## src/rtl/i2c_datapath_if.sv

```systemverilog
// ---------------------------------------------------------------------------
// i2c_datapath_if
//   Bundles the control/bus signals between the I2C control FSM (master
//   modport) and the bit-level datapath (slave modport).
//
//   Controller -> datapath : state, scl_ena, addr, rw, wr_data, rd_more,
//                            sda_in, scl_in (only with I2C_DP_CLK_STRETCH_EN)
//   Datapath -> controller : scl, sda_oe, scl_p, scl_n, counter, st_ena,
//                            rd_data, rd_valid
//
//   Optional feature macro: I2C_DP_CLK_STRETCH_EN adds scl_in.
// ---------------------------------------------------------------------------
interface i2c_datapath_if;
    logic [3:0] state;
    logic       scl_ena;
    logic [6:0] addr;
    logic       rw;
    logic [7:0] wr_data;
    logic       rd_more;
    logic       sda_in;
    logic       scl;
    logic       sda_oe;
    logic       scl_p;
    logic       scl_n;
    logic       counter;
    logic       st_ena;
    logic [7:0] rd_data;
    logic       rd_valid;

`ifdef I2C_DP_CLK_STRETCH_EN
    logic       scl_in;

    modport master (
        output state, scl_ena, addr, rw, wr_data, rd_more, sda_in, scl_in,
        input  scl, sda_oe, scl_p, scl_n, counter, st_ena, rd_data, rd_valid
    );
    modport slave (
        input  state, scl_ena, addr, rw, wr_data, rd_more, sda_in, scl_in,
        output scl, sda_oe, scl_p, scl_n, counter, st_ena, rd_data, rd_valid
    );
`else
    modport master (
        output state, scl_ena, addr, rw, wr_data, rd_more, sda_in,
        input  scl, sda_oe, scl_p, scl_n, counter, st_ena, rd_data, rd_valid
    );
    modport slave (
        input  state, scl_ena, addr, rw, wr_data, rd_more, sda_in,
        output scl, sda_oe, scl_p, scl_n, counter, st_ena, rd_data, rd_valid
    );
`endif
endinterface

```

## src/rtl/i2c_datapath.sv

```systemverilog
// ---------------------------------------------------------------------------
// i2c_datapath
//   Bit-level I2C master datapath: quarter-period SCL generator, SDA drive
//   control, shift register for address/write/read bytes and bit counter.
//   The control FSM lives outside and presents its state on bus.state.
//
//   Parameters : CLK_DIV  clk cycles per quarter SCL period (2..1023)
//   Ports      : clk      system clock (rising edge)
//                rst_n    asynchronous active-low reset
//                bus      i2c_datapath_if.slave (see interface header)
//
//   Optional feature macro: I2C_DP_CLK_STRETCH_EN -- holds the quarter
//   divider in phase 1 while the slave keeps SCL low (bus.scl_in = 0).
// ---------------------------------------------------------------------------
module i2c_datapath #(
    parameter int CLK_DIV = 125
) (
    input  logic           clk,
    input  logic           rst_n,
    i2c_datapath_if.slave  bus
);

    typedef enum logic [3:0] {
        ST_IDLE       = 4'd0,
        ST_START      = 4'd1,
        ST_ADDRESS    = 4'd2,
        ST_READ_ACK   = 4'd3,
        ST_WRITE      = 4'd4,
        ST_READ       = 4'd5,
        ST_READ_ACK_1 = 4'd6,
        ST_WRITE_ACK  = 4'd7,
        ST_STOP       = 4'd8
    } state_e;

    localparam int                DIV_W   = $clog2(CLK_DIV);
    localparam logic [DIV_W-1:0]  DIV_MAX = DIV_W'(CLK_DIV - 1);

    logic [DIV_W-1:0] div_q,      div_d;
    logic [1:0]       phase_q,    phase_d;
    logic [3:0]       state_q,    state_d;
    logic [7:0]       shreg_q,    shreg_d;
    logic [2:0]       bitcnt_q,   bitcnt_d;
    logic             scl_q,      scl_d;
    logic             sda_oe_q,   sda_oe_d;
    logic             st_ena_q,   st_ena_d;
    logic [7:0]       rd_data_q,  rd_data_d;
    logic             rd_valid_q, rd_valid_d;

    logic hold;
    logic tick;
    logic scl_p;
    logic scl_n;
    logic adv_12;
    logic changed;

`ifdef I2C_DP_CLK_STRETCH_EN
    // Slave clock stretching: while we release SCL in phase 1, a low SCL
    // line means the slave is holding it, so time stops until it lets go.
    assign hold = (phase_q == 2'd1) && !bus.scl_ena && !bus.scl_in;
`else
    assign hold = 1'b0;
`endif

    assign tick    = !hold && (div_q == DIV_MAX);
    assign scl_p   = tick && (phase_q == 2'd0);
    assign scl_n   = tick && (phase_q == 2'd2);
    assign adv_12  = tick && (phase_q == 2'd1);
    // state_q trails the controller's state by one clk, so a mismatch marks
    // the first clk after a state change.
    assign changed = (bus.state != state_q);

    always_comb begin
        // NOTE: every combinational output gets a default before any branch;
        // a path that leaves one unassigned would infer a latch.
        div_d      = div_q;
        phase_d    = phase_q;
        state_d    = bus.state;
        shreg_d    = shreg_q;
        bitcnt_d   = bitcnt_q;
        st_ena_d   = st_ena_q;
        rd_data_d  = rd_data_q;
        rd_valid_d = 1'b0;
        sda_oe_d   = 1'b0;

        if (!hold) begin
            if (div_q == DIV_MAX) begin
                div_d   = '0;
                phase_d = phase_q + 2'd1;
            end else begin
                div_d   = div_q + DIV_W'(1);
            end
        end
        scl_d = (phase_d == 2'd1) || (phase_d == 2'd2);

        // A state change wins over any shift or count on the same clk so the
        // new byte always starts from a clean load.
        if (changed) begin
            bitcnt_d = '0;
            st_ena_d = 1'b0;
            if (bus.state == ST_ADDRESS) begin
                shreg_d = {bus.addr, bus.rw};
            end else if (bus.state == ST_WRITE) begin
                shreg_d = bus.wr_data;
            end
        end else begin
            case (bus.state)
                ST_START: begin
                    if (adv_12) st_ena_d = 1'b1;
                end
                ST_ADDRESS, ST_WRITE: begin
                    if (scl_n) begin
                        shreg_d  = {shreg_q[6:0], 1'b0};
                        bitcnt_d = bitcnt_q + 3'd1;
                    end
                end
                ST_READ: begin
                    if (scl_p) shreg_d = {shreg_q[6:0], bus.sda_in};
                    if (scl_n) begin
                        bitcnt_d = bitcnt_q + 3'd1;
                        if (bitcnt_q == 3'd7) begin
                            rd_data_d  = shreg_q;
                            rd_valid_d = 1'b1;
                        end
                    end
                end
                default: ;
            endcase
        end

        // sda_oe is computed from next-state values so the registered pin
        // lines up exactly with the shift register and phase flops.
        case (bus.state)
            ST_START:             sda_oe_d = st_ena_d;
            ST_ADDRESS, ST_WRITE: sda_oe_d = ~shreg_d[7];
            ST_WRITE_ACK:         sda_oe_d = ~bus.rd_more;
            ST_STOP:              sda_oe_d = (phase_d != 2'd2);
            default:              sda_oe_d = 1'b0;
        endcase
    end

    // NOTE: sequential state uses non-blocking assignments only, so every
    // flop samples the pre-edge values regardless of statement order.
    always_ff @(posedge clk or negedge rst_n) begin
        if (!rst_n) begin
            div_q      <= '0;
            phase_q    <= 2'd0;
            state_q    <= ST_IDLE;
            shreg_q    <= 8'h00;
            bitcnt_q   <= 3'd0;
            scl_q      <= 1'b1;
            sda_oe_q   <= 1'b0;
            st_ena_q   <= 1'b0;
            rd_data_q  <= 8'h00;
            rd_valid_q <= 1'b0;
        end else begin
            div_q      <= div_d;
            phase_q    <= phase_d;
            state_q    <= state_d;
            shreg_q    <= shreg_d;
            bitcnt_q   <= bitcnt_d;
            scl_q      <= scl_d;
            sda_oe_q   <= sda_oe_d;
            st_ena_q   <= st_ena_d;
            rd_data_q  <= rd_data_d;
            rd_valid_q <= rd_valid_d;
        end
    end

    assign bus.scl      = scl_q | bus.scl_ena;
    assign bus.sda_oe   = sda_oe_q;
    assign bus.scl_p    = scl_p;
    assign bus.scl_n    = scl_n;
    assign bus.counter  = ((bus.state == ST_ADDRESS) || (bus.state == ST_WRITE) ||
                           (bus.state == ST_READ)) && (bitcnt_q == 3'd7);
    assign bus.st_ena   = st_ena_q;
    assign bus.rd_data  = rd_data_q;
    assign bus.rd_valid = rd_valid_q;

endmodule
```

## src/flat_wrapper.sv

```systemverilog
// flat-port wrapper written by rule: the top's interface ports become plain ports
module i2c_datapath_flat 
#(
    parameter int CLK_DIV = 125
)
  (clk, rst_n, bus_state, bus_scl_ena, bus_addr, bus_rw, bus_wr_data, bus_rd_more, bus_sda_in, bus_scl, bus_sda_oe, bus_scl_p, bus_scl_n, bus_counter, bus_st_ena, bus_rd_data, bus_rd_valid);
  i2c_datapath_if bus_i ();
  input  logic clk;
  input  logic rst_n;
  input wire logic [$bits(bus_i.state)-1:0] bus_state;
  input wire logic [$bits(bus_i.scl_ena)-1:0] bus_scl_ena;
  input wire logic [$bits(bus_i.addr)-1:0] bus_addr;
  input wire logic [$bits(bus_i.rw)-1:0] bus_rw;
  input wire logic [$bits(bus_i.wr_data)-1:0] bus_wr_data;
  input wire logic [$bits(bus_i.rd_more)-1:0] bus_rd_more;
  input wire logic [$bits(bus_i.sda_in)-1:0] bus_sda_in;
  output wire logic [$bits(bus_i.scl)-1:0] bus_scl;
  output wire logic [$bits(bus_i.sda_oe)-1:0] bus_sda_oe;
  output wire logic [$bits(bus_i.scl_p)-1:0] bus_scl_p;
  output wire logic [$bits(bus_i.scl_n)-1:0] bus_scl_n;
  output wire logic [$bits(bus_i.counter)-1:0] bus_counter;
  output wire logic [$bits(bus_i.st_ena)-1:0] bus_st_ena;
  output wire logic [$bits(bus_i.rd_data)-1:0] bus_rd_data;
  output wire logic [$bits(bus_i.rd_valid)-1:0] bus_rd_valid;
  assign bus_i.state = bus_state;
  assign bus_i.scl_ena = bus_scl_ena;
  assign bus_i.addr = bus_addr;
  assign bus_i.rw = bus_rw;
  assign bus_i.wr_data = bus_wr_data;
  assign bus_i.rd_more = bus_rd_more;
  assign bus_i.sda_in = bus_sda_in;
  assign bus_scl = bus_i.scl;
  assign bus_sda_oe = bus_i.sda_oe;
  assign bus_scl_p = bus_i.scl_p;
  assign bus_scl_n = bus_i.scl_n;
  assign bus_counter = bus_i.counter;
  assign bus_st_ena = bus_i.st_ena;
  assign bus_rd_data = bus_i.rd_data;
  assign bus_rd_valid = bus_i.rd_valid;
  i2c_datapath #(.CLK_DIV(CLK_DIV)) u_core (.clk(clk), .rst_n(rst_n), .bus(bus_i));
endmodule
```

## config.mk

```make
export PLATFORM = sky130hd
export DESIGN_NAME = i2c_datapath_flat
export DESIGN_NICKNAME = d
export VERILOG_FILES = /design/src/rtl/i2c_datapath_if.sv /design/src/rtl/i2c_datapath.sv /design/src/flat_wrapper.sv
export SDC_FILE = /design/constraint.sdc
export NUM_CORES = 1
export LEC_CHECK = 0
export ABC_AREA = 1
export CAP_MARGIN = 20
export CORE_ASPECT_RATIO = 1.25
export CORE_MARGIN = 3
export CORE_UTILIZATION = 60
export DETAILED_ROUTE_END_ITERATION = 10
export DONT_BUFFER_PORTS = 1
export PLACE_DENSITY_LB_ADDON = 0.12
export REMOVE_ABC_BUFFERS = 1
export SKIP_LAST_GASP = 1
export SYNTH_ARGS = -nofsm -noshare
export SYNTH_HDL_FRONTEND = slang
export SYNTH_SLANG_ARGS = --single-unit
```

## constraint.sdc

```tcl
create_clock -name clk -period 4.2 [get_ports clk]
set_clock_uncertainty 0.15 [all_clocks]
set_input_delay 0.84 -clock clk [delete_from_list [all_inputs] [get_ports clk]]
set_output_delay 0.84 -clock clk [all_outputs]
set_load 0.005 [all_outputs]
```

# Word level (Yosys, flattened, before mapping)

Cells that the tools add are included.

Reduce and logical (&&, ||, !) cells: 16
$add $sub $neg: 3
Mux-type cells: 19
Equality and inequality tests: 17
Bitwise logic cells: 4

Operator list:

| cell                                                   | number |
|---|---|
| 2-to-1 mux 8 bit                                       | 5 |
| one-hot mux 8 bit (2 select lines)                     | 1 |
| == test 4 x 3 -> 1 bit (second input constant)         | 3 |
| 2-to-1 mux 3 bit                                       | 3 |
| AND reduction 4 bit                                    | 2 |
| adder 7 x 1 -> 7 bit (second input constant)           | 1 |
| == test 7 bit (second input constant)                  | 1 |
| 2-to-1 mux 1 bit                                       | 7 |
| 2-to-1 mux 7 bit                                       | 1 |
| inequality test 3 x 2 -> 1 bit (second input constant) | 2 |
| == test 2 x 1 -> 1 bit (second input constant)         | 2 |
| == test 2 bit (second input constant)                  | 2 |
| == test 4 x 1 -> 1 bit (second input constant)         | 1 |
| == test 4 x 2 -> 1 bit (second input constant)         | 1 |
| == test 4 bit (second input constant)                  | 1 |
| logical AND 1 bit                                      | 4 |
| inequality test 4 bit                                  | 1 |
| one-hot mux 1 bit (4 select lines)                     | 1 |
| nonzero test 2 bit                                     | 2 |
| adder 3 x 1 -> 3 bit (second input constant)           | 1 |
| == test 3 bit (second input constant)                  | 1 |
| logical OR 1 bit                                       | 3 |
| inequality test 3 bit (second input constant)          | 1 |
| inverter 1 bit                                         | 3 |
| other kinds (9)                                        | 9 |

Logic and storage cells: 70
Bits of input ports: 25
Output and inout bits: 15
Bits in registers: 36

# Logic depth before layout (Yosys ltp)

Gate-level depths: netlist of the first run.

Depth after elaboration: 7
Depth in mapped cells: 13
Depth with buffers taken out: 12

# Worst setup path before layout of the first run

Ideal clock, no wire load.

Kind: input -> output
From: input port bus_state[0]
To: output port bus_counter
Path slack: 1.762 ns
Arrival: 1.448 ns
Path buffers: 0
Data required time: 3.210 ns
Stages on the path: 5
Path through: nor2_2 > nand2_4 > nand3_1 > nand2_1 > inv_1

Cells in the longest elaborated chain, start to end: 4
Elaborated cells between the ends (all ways): 6
Classes of those cells: 3 x eq/ne; 3 x reduce/logical

Ends and longest elaborated chain:

| element                                                          | RTL line            | RTL |
|---|---|---|
| start, declared                                                  | flat_wrapper.sv:10  | `input wire logic [$bits(bus_i.state)-1:0] bus_state;` |
| == test 4 x 2 -> 1 bit or == test 4 x 3 -> 1 bit (tied branches) | i2c_datapath.sv:173 | `assign bus.counter = ((bus.state == ST_ADDRESS) \|\| (bus.state == ST_WRITE) \|\|` |
| logical OR 1 bit                                                 | i2c_datapath.sv:173 |  |
| logical OR 1 bit *                                               | i2c_datapath.sv:173 |  |
| logical AND 1 bit *                                              | i2c_datapath.sv:174 | `(bus.state == ST_READ)) && (bitcnt_q == 3'd7);` |
| end, declared                                                    | flat_wrapper.sv:21  | `output wire logic [$bits(bus_i.counter)-1:0] bus_counter;` |

Mark *: on every way between the ends. The rest lies on a longest branch, timed or not.

# Worst setup path after layout of the first run

From: register u_core.div_q[0]
To: output port bus_scl_n

Cells in the longest elaborated chain, start to end: 2

Ends and longest elaborated chain:

| element                | RTL line            | RTL |
|---|---|---|
| start, declared        | i2c_datapath.sv:38  | `logic [DIV_W-1:0] div_q, div_d;` |
| start signal, assigned | i2c_datapath.sv:156 | `div_q <= div_d;` |
| == test 7 bit          | i2c_datapath.sv:64  | `assign tick = !hold && (div_q == DIV_MAX);` |
| logical AND 1 bit      | i2c_datapath.sv:66  | `assign scl_n = tick && (phase_q == 2'd2);` |
| end, declared          | flat_wrapper.sv:20  | `output wire logic [$bits(bus_i.scl_n)-1:0] bus_scl_n;` |

Every way passes these cells.

==> summary.txt, run 1 <==
Antenna Nets Post-Route -> 0
final worst-path setup slack -> 1390 ps
worst path cell trace -> inv_1 > ha_1 > nand3_1 > nor2_2 > nand2_1 > inv_1
Logic pwr share -> 10.4%
critical path's slowest cell -> dfrtp_1
DP Area -> 0.00196 sq mm
clock buffer count from CTS -> 5
RSZ-0062 raised after global routing -> false
Crit. End Element -> primary output
port bufs -> 0
worst hold margin -> 19.4 ps
Hold Vio Cnt, Final -> 0
Mapped Cells -> 233
Yosys top cell area share -> 45.2%
Remaining Overflow, GRT -> 0
CTS max path bufs -> 2
most frequent CP cell -> inv_1
CTS tree -> built
peak supply drop -> 261 uV
die width -> 56.9 um
ratio of cells with drive above 1 in the final layout -> 12.2%
leading area contributor after synthesis -> dfrtp_1
row count -> 22
Setup TNS -> 0 ps
die area -> 0.00395 sq mm
n_diodes -> 0
Overall Power -> 0.619 mW
post-synth cell types -> 29
Async SR Flop Fraction -> 100%
period utilisation layout -> 66.9%
Cell Area, Synth -> 0.00194 sq mm
Area Growth Syn to Fin -> 3.68%
Static Leak -> 1.06 nW
initial cell density of the core -> 64.0%
actual transition at the worst max-transition pin -> 485 ps
WL final -> 3980 um
Top delay family on crit path -> simple AND/OR/NAND/NOR gates
FMAX -> 356 MHz
CTS Root Cell -> clkbuf_4
worst path bufs/invs -> 2
clk sinks -> 36
CTS Hold Bufs -> 0
largest net degree at the start of global routing -> 37
Psw -> 0.165 mW
Crit Path Category -> reg2out
status -> complete, no violations
synth warn -> 0
clock network fraction of total power -> 28.4%
first-pass GRT wire length -> 6790 um
Critical Path RT -> 3210 ps
Post-synth EDFFs -> 0
core area -> 0.00303 sq mm
Hold Crit Class -> in2async
switch share -> 26.7%
Final Cell Area -> 0.00201 sq mm
Layout fillers -> 255
clk_lat worst skew -> 350 ps
DRT iter0 DRCs -> 100
Via Count -> 1521
initial antenna violation count -> 0
Setup Fix Bufs, Post-CTS -> 0
max-cap viol count -> 0
chip height -> 69.6 um
Power Density -> 308 mW/mm^2
Worst slew margin -> 67.6%
CP startpoint kind -> flip-flop
Int Pwr -> 0.454 mW
Arr. time, crit path -> 1820 ps
Routed WL per cell -> 14.5 um
Sequential Power Share -> 61.1%
Pins Over Slew Limit -> 0
# IOs -> 40
Main synth FF type -> dfrtp_1
Critical Path Fanout Max -> 13
crit-path max cell delay -> 430 ps
clock-pin slew on the worst setup and hold paths -> 110 ps
post-place setup slack -> 1620 ps
drt drc -> 0
Post-CTS Resized -> 0
syn_area_per_cell -> 8.32 sq um
#FFs+latches synth -> 36
HPWL after DPL -> 3030 um
Final Wtd Congestion -> 0.853
TritonRoute pass-1 iters -> 4
Seq/Total Area, Yosys -> 46.5%
number of vias per cell -> 5.55
vias in the first global route -> 1490
post-layout min period -> 2810 ps
Layout Nets -> 270
H-tree depth -> 2
Overall Global Routing Usage -> 21.9%
Area contributors post-synth -> dfrtp_1 45%, nand2_1 12%, inv_1 6.4%
Setup-failing EPs final -> 0
cell type report:
type	instances	area (sq um)	area share, %
Sequential cell	36	902	44.9
Multi-Input combinational cell	160	886	44.1
Inverter	34	128	6.35
Clock buffer	7	45.0	2.24
Tap cell	36	45.0	2.24
Clock inverter	1	5.00	0.249
worst register-to-register path, cell delays in order, from the launching register on:
cell	delay, ps
dfrtp_1	430
inv_1	70
ha_1	150
nand3_1	90
nor2_2	400
xor2_1	240
inv_1	70
ha_1	220
nor3_1	190
a21oi_1	110
nand2_1	110
inv_1	40
nand2_1	70
state kept, by name, summed over array words and instances, names as in the netlist:
register,flops
u_core.bitcnt_q,3
u_core.bus.rd_data,8
u_core.div_q,7
u_core.phase_q,2
u_core.bus.st_ena,1
u_core.state_q,4
u_core.shreg_q,8
u_core.bus.sda_oe,1
u_core.bus.rd_valid,1
u_core.scl_q,1
layer usage:
metal  global-route usage, %  vias up  share of wire (%)
met5                       0        -                  0
met3                    5.77       10                8.0
met2                    35.7       48                 50
li1                        -      748                  -
met1                    27.0      715                 39
met4                    9.79        0                2.7
cell usage in the layout, fill, tap and decap left out, drive strengths merged, types with 2 or more instances in the layout:
cell / netlist / final
nor2: 20 / 20
or2: 2 / 2
a21oi: 9 / 9
nand3: 21 / 21
dfrtp: 35 / 35
nand2: 67 / 67
inv: 34 / 34
xor2: 5 / 5
clkbuf: 0 / 7
nor3: 5 / 5
a22oi: 6 / 6
o21ai: 13 / 13
ha: 8 / 8
per-stage QoR:
step / utilization, % / instances
floorplan: - / 230
global placement: 64.8 / 266
detailed placement: 64.8 / 266
CTS: 66.4 / 274
global route: 66.4 / 274
finish: 66.4 / 274
Yosys cell counts, types with 2 or more instances:
| cell type | number |
|---|---|
| xor2_1 | 5 |
| o21ai_2 | 8 |
| nand2_2 | 4 |
| a22oi_1 | 6 |
| dfrtp_1 | 35 |
| o21ai_0 | 5 |
| a21oi_1 | 8 |
| nor2_1 | 16 |
| nand2_1 | 61 |
| nor2_4 | 2 |
| nand3_1 | 20 |
| inv_1 | 33 |
| nand2_4 | 2 |
| nor3_1 | 5 |
| ha_1 | 8 |
| nor2_2 | 2 |
cell families (layout without fill, tap and decap cells):
family	Yosys count	count (layout)	synth area share (%)
fa+ha+maj	8	8	5.16
buf+inv	37	42	7.81
simple gates	117	117	27.8
compound gates	30	30	10.5
flops	36	36	46.5
xor+xnor	5	5	2.26
final timing paths:
path,start,to,slack [ps],cells past startpoint
max in group asynchronous,rst_n,u_core.scl_q,3700,0
worst max-delay path,u_core.div_q[0],bus_scl_n,1390,6
min in group clk,u_core.shreg_q[1],u_core.shreg_q[1],330,2
worst min register to register,u_core.shreg_q[1],u_core.shreg_q[1],330,2
worst max register to register,u_core.div_q[0],u_core.bus.sda_oe,1840,12
worst min-delay path,rst_n,u_core.bus.rd_data[1],20,0
power groups by stage:
stage                     logic, mW  clock network (mW)  registers, mW
after floorplan              0.0537                   0          0.382
after global placement       0.0619                   0          0.384
after detailed placement     0.0649                   0          0.385
after CTS                    0.0651               0.180          0.378
after global routing         0.0760               0.189          0.381
final                        0.0647               0.176          0.378
(Power assumes the default switching activity.)
==> inputs of run 2 (changes only) <==
==> constraint.sdc (replaced) <==
create_clock -name clk -period 2.6 [get_ports clk]
set_clock_uncertainty 0.15 [all_clocks]
set_input_delay 0.52 -clock clk [delete_from_list [all_inputs] [get_ports clk]]
set_output_delay 0.52 -clock clk [all_outputs]
set_load 0.005 [all_outputs]
==> summary.txt, run 2 (synthesis results as in run 1) <==
TritonRoute pass-1 iters -> 4 (unchanged)
Worst slew margin -> 70.5% (+2.8 points)
Remaining Overflow, GRT -> 0 (unchanged)
clk_lat worst skew -> 350 ps (about the same)
status -> complete, no violations
port bufs -> 0 (unchanged)
Overall Power -> 1.05 mW (+70%)
cells on worst reg2reg path -> 10 (-2)
FMAX -> 430 MHz
actual transition at the worst max-transition pin -> 442 ps (-42.6 ps)
max layer used -> met4
core area -> 0.00303 sq mm (unchanged)
HPWL after DPL -> 3040 um (+0.41%)
CTS max path bufs -> 2 (unchanged)
clk sinks -> 36 (unchanged)
max-cap viol count -> 0 (unchanged)
Antenna Nets Post-Route -> 0 (unchanged)
Area Growth Syn to Fin -> 6.19%
CTS tree -> built
peak supply drop -> 468 uV (+79%)
die area -> 0.00395 sq mm (unchanged)
ratio of cells with drive above 1 in the final layout -> 13.7% (+1.5 points)
n_diodes -> 0 (unchanged)
R2R Path End -> u_core.bus.rd_data[3]
r2r startpoint -> u_core.div_q[0]
DRT iter0 DRCs -> 102 (+2.0%)
Final Wtd Congestion -> 0.881 (+3.2%)
Setup TNS -> 0 ps (unchanged)
Critical Path Fanout Max -> 10 (-3)
clock-pin slew on the worst setup and hold paths -> 100 ps (about the same)
Via Count -> 1565 (+2.9%)
Overall Global Routing Usage -> 23.0% (+1.1 points)
post-layout min period -> 2330 ps
RSZ-0062 raised after global routing -> false
final core occ -> 68.0% (+1.6 points)
Critical Path End -> bus_scl_n
most common cell after layout, fill and taps aside -> nand2_1
placed cell count -> 267 (+0.38%)
H-tree depth -> 2 (unchanged)
Hold Vio Cnt, Final -> 0 (unchanged)
R2R setup slack -> 590 ps (-1250 ps)
M1 WL -> 1460 um (-5.6%)
number of vias per cell -> 5.65 (+1.8%)
initial cell density of the core -> 64.0% (unchanged)
Layout Nets -> 273 (+1.1%)
Static Leak -> 1.09 nW (+2.6%)
Hold Crit Class -> in2reg
WL final -> 4060 um (+2.1%)
Critical Path RT -> 1930 ps (-1280 ps)
Power Density -> 509 mW/mm^2 (+65%)
CTS Root Cell -> clkbuf_4
initial antenna violation count -> 0 (unchanged)
most frequent cells in the layout -> 61 x nand2_1, 35 x dfrtp_1, 33 x inv_1
chip height -> 69.6 um (unchanged)
largest net degree at the start of global routing -> 37 (unchanged)
Crit. End Element -> primary output
# IOs -> 40 (unchanged)
first-pass GRT wire length -> 7090 um (+4.4%)
period utilisation layout -> 89.5%
drt drc -> 0 (unchanged)
CP startpoint kind -> flip-flop
die width -> 56.9 um (unchanged)
Setup-failing EPs final -> 0 (unchanged)
metal3 WL -> 307 um (-3.5%)
Routed WL per cell -> 14.7 um (+1.0%)
Setup Fix Bufs, Post-CTS -> 0 (unchanged)
Pins Over Slew Limit -> 0 (unchanged)
worst setup path startpoint -> u_core.div_q[0]
Crit Path Category -> reg2out
row count -> 22 (unchanged)
Final Instance Count excl. Fillers -> 277 (+1.1%)
Arr. time, crit path -> 1660 ps (-160 ps)
clock buffer count from CTS -> 5 (unchanged)
met2 wire len -> 2190 um (+9.1%)
vias in the first global route -> 1667 (+12%)
-- run 2: worst max-delay path, cell delays in order (launching register included) --
cell and delay [ps]:
dfrtp_1 420, inv_1 70, ha_1 140, nand3_1 70, nor2_2 160, buf_4 200, nand2_1 80, inv_1 160
-- run 2: worst min-delay path by stage --
stage / to / start / depth (start not counted) / slack [ps]
finish: u_core.state_q[1] / bus_state[1] / 0 / 40
global route: u_core.state_q[1] / bus_state[1] / 0 / 6
CTS: u_core.state_q[1] / bus_state[1] / 0 / 30
detailed placement: u_core.bus.rd_data[1] / rst_n / 0 / 80
global placement: u_core.bus.rd_data[1] / rst_n / 0 / 80
floorplan: u_core.bitcnt_q[0] / rst_n / 0 / 70
-- run 2: per-layer routing --
layer | GRT usage, % | vias to the layer above
met5 | 0 | -
met4 | 11.3 | 0
met3 | 9.12 | 11
met2 | 40.1 | 60
met1 | 23.3 | 742
li1 | - | 752
-- run 2: repair_timing --
| action | in CTS | in global routing |
|---|---|---|
| resized for setup | 0 | 0 |
| setup endpoints to repair | 0 | 0 |
| hold buffers | 2 | 0 |
| endpoints found under the hold margin | 36 | 0 |
-- run 2: power by group --
part,internal [mW],total [mW],switching (mW)
logic,0.0392,0.118,0.0790
registers,0.592,0.612,0.0195
clock network,0.129,0.319,0.190
-- run 2: area by class of cell --
cell class | count | area (sq um)
Multi-Input combinational cell | 160 | 886
Clock inverter | 2 | 10.0
Clock buffer | 6 | 51.3
Tap cell | 36 | 45.0
Inverter | 34 | 128
Timing Repair Buffer | 3 | 37.5
Sequential cell | 36 | 902
Fill cell | 258 | 968
-- run 2: per-stage QoR --
stage	setup slack, ps	cell area, sq um	hold WS [ps]
floorplan	614	1920	74.4
finish	273	2060	37.4
global route	94.7	2060	5.57
detailed placement	572	1970	75.2
global placement	660	1970	75.1
CTS	245	2060	31.5
==> inputs of run 3 (changes only) <==
==> constraint.sdc (replaced) <==
create_clock -name clk -period 2.8 [get_ports clk]
set_clock_uncertainty 0.15 [all_clocks]
set_input_delay 0.56 -clock clk [delete_from_list [all_inputs] [get_ports clk]]
set_output_delay 0.56 -clock clk [all_outputs]
set_load 0.005 [all_outputs]
==> summary.txt, run 3 (synthesis results as in run 1) <==
TritonRoute pass-1 iters -> 4 (unchanged)
placed cell count -> 266 (-0.37%)
worst path bufs/invs -> 2 (-1)
clk_lat worst skew -> 320 ps (-30 ps)
initial cell density of the core -> 64.0% (unchanged)
Crit Path Category -> reg2out
CTS max path bufs -> 2 (unchanged)
worst setup path startpoint -> u_core.div_q[0]
n_diodes -> 0 (unchanged)
peak supply drop -> 338 uV (-28%)
Top delay family on crit path -> simple AND/OR/NAND/NOR gates
FMAX -> 398 MHz
WL final -> 3820 um (-6.0%)
HPWL after DPL -> 2890 um (-5.1%)
CTS Hold Bufs -> 2 (unchanged)
clk sinks -> 36 (unchanged)
Remaining Overflow, GRT -> 0 (unchanged)
Worst slew margin -> 67.1% (-3.4 points)
CP startpoint kind -> flip-flop
Logic pwr share -> 11.4% (about the same)
Power Density -> 467 mW/mm^2 (-8.4%)
H-tree depth -> 2 (unchanged)
R2R Path End -> u_core.bus.sda_oe
Psw -> 0.246 mW (-15%)
clock network fraction of total power -> 29.3% (-1.1 points)
die area -> 0.00395 sq mm (unchanged)
Setup Fix Bufs, Post-CTS -> 0 (unchanged)
most frequent CP cell -> inv_1
R2R setup slack -> 520 ps (-70 ps)
Critical Path End -> bus_scl_n
Hold Crit Class -> in2reg
status -> complete, no violations
Antenna Nets Post-Route -> 0 (unchanged)
drt drc -> 0 (unchanged)
crit-path max cell delay -> 420 ps (about the same)
Overall Global Routing Usage -> 21.7% (-1.3 points)
ratio of cells with drive above 1 in the final layout -> 12.5% (-1.2 points)
max-cap viol count -> 0 (unchanged)
row count -> 22 (unchanged)
period utilisation layout -> 89.6%
Arr. time, crit path -> 1800 ps (+140 ps)
Final Instance Count excl. Fillers -> 276 (-0.36%)
r2r startpoint -> u_core.div_q[0]
Overall Power -> 0.956 mW (-8.8%)
Post-CTS Resized -> 0 (unchanged)
Crit. End Element -> primary output
Layout Nets -> 272 (-0.37%)
critical path's slowest cell -> dfrtp_1
cells on worst reg2reg path -> 12 (+2)
vias in the first global route -> 1571 (-5.8%)
CTS tree -> built
initial antenna violation count -> 0 (unchanged)
Area Growth Syn to Fin -> 5.68%
first-pass GRT wire length -> 6780 um (-4.4%)
most frequent cells in the layout -> 61 x nand2_1, 35 x dfrtp_1, 33 x inv_1
core area -> 0.00303 sq mm (unchanged)
Static Leak -> 1.08 nW (-1.0%)
actual transition at the worst max-transition pin -> 493 ps (+50.8 ps)
post-layout min period -> 2510 ps
Setup-failing EPs final -> 0 (unchanged)
Final Wtd Congestion -> 0.840 (-4.7%)
Sequential Power Share -> 59.3% (+1.0 points)
switch share -> 25.7% (-1.8 points)
Pins Over Slew Limit -> 0 (unchanged)
number of vias per cell -> 5.45 (-3.5%)
CTS Root Cell -> clkbuf_4
most common cell after layout, fill and taps aside -> nand2_1
largest net degree at the start of global routing -> 37 (unchanged)
Critical Path RT -> 2090 ps (+160 ps)
Routed WL per cell -> 13.8 um (-5.7%)
die width -> 56.9 um (unchanged)
Critical Path Fanout Max -> 13 (+3)
Via Count -> 1505 (-3.8%)
DRT iter0 DRCs -> 91 (-11%)
clock buffer count from CTS -> 5 (unchanged)
RSZ-0062 raised after global routing -> false
# IOs -> 40 (unchanged)
chip height -> 69.6 um (unchanged)
Int Pwr -> 0.710 mW (-6.5%)
Setup TNS -> 0 ps (unchanged)
Hold Vio Cnt, Final -> 0 (unchanged)
worst path cell trace -> inv_1 > ha_1 > nand3_1 > nor2_2 > nand2_1 > inv_1
port bufs -> 0 (unchanged)
Levels on crit path -> 6 (-1)
clock-pin slew on the worst setup and hold paths -> 90 ps (about the same)
==> run 3: changes by cell type in the layout (fill, tap and decap cells not counted) <==
| cell | before | now |
|---|---|---|
| clkbuf_1 | 0 | 2 |
| buf_4 | 1 | 0 |
| clkinv_2 | 2 | 0 |
==> run 3: worst min path at each step <==
stage | startpoint | to | slack (ps) | cells after the start
after global routing | bus_state[1] | u_core.state_q[1] | 70 | 0
after floorplan | rst_n | u_core.bitcnt_q[0] | 110 | 0
after CTS | bus_state[1] | u_core.state_q[1] | 90 | 0
final | bus_state[1] | u_core.state_q[1] | 110 | 0
after detailed placement | rst_n | u_core.bus.rd_data[1] | 120 | 0
after global placement | rst_n | u_core.bus.rd_data[2] | 120 | 0
==> run 3: through the flow <==
| stage | setup slack [ps] | instance area (sq um) | utilization (%) | hold slack, ps |
|---|---|---|---|---|
| detailed placement | 546 | 1960 | 64.8 | 115 |
| floorplan | 814 | 1920 | - | 114 |
| CTS | 304 | 2050 | 67.7 | 88.0 |
| finish | 290 | 2050 | 67.7 | 106 |
| global placement | 723 | 1960 | 64.8 | 115 |
| global route | 131 | 2050 | 67.7 | 73.7 |
==> run 3: layout make-up <==
cell class	count	area [sq um]
fillers	254	978
flip-flops and latches	36	902
clock buffers	8	58.8
well taps	36	45.0
multi-input cells	160	886
inverters	34	128
repair buffers	2	30.0
==> run 3: routing by layer <==
| metal | GRT usage, % | share of wire [%] |
|---|---|---|
| met5 | 0 | 0 |
| met2 | 40.0 | 54 |
| met4 | 6.96 | 1.3 |
| met3 | 6.52 | 7.1 |
| met1 | 23.2 | 38 |
==> run 3: worst reg2reg max path, stage by stage, from the launching register on <==
cell	delay, ps
dfrtp_1	420
inv_1	80
ha_1	140
nand3_1	80
nor2_2	400
xor2_1	240
inv_1	70
ha_1	200
nor3_1	190
a21oi_1	90
nand2_1	90
inv_1	40
nand2_1	50
==> run 3: power by group through the flow <==
stage                     Combinational (mW)  Sequential, mW  Clock, mW
after global routing                   0.128           0.571      0.310
final                                  0.109           0.567      0.280
after detailed placement              0.0956           0.578          0
after CTS                              0.111           0.567      0.292
after floorplan                       0.0805           0.572          0
after global placement                0.0924           0.576          0
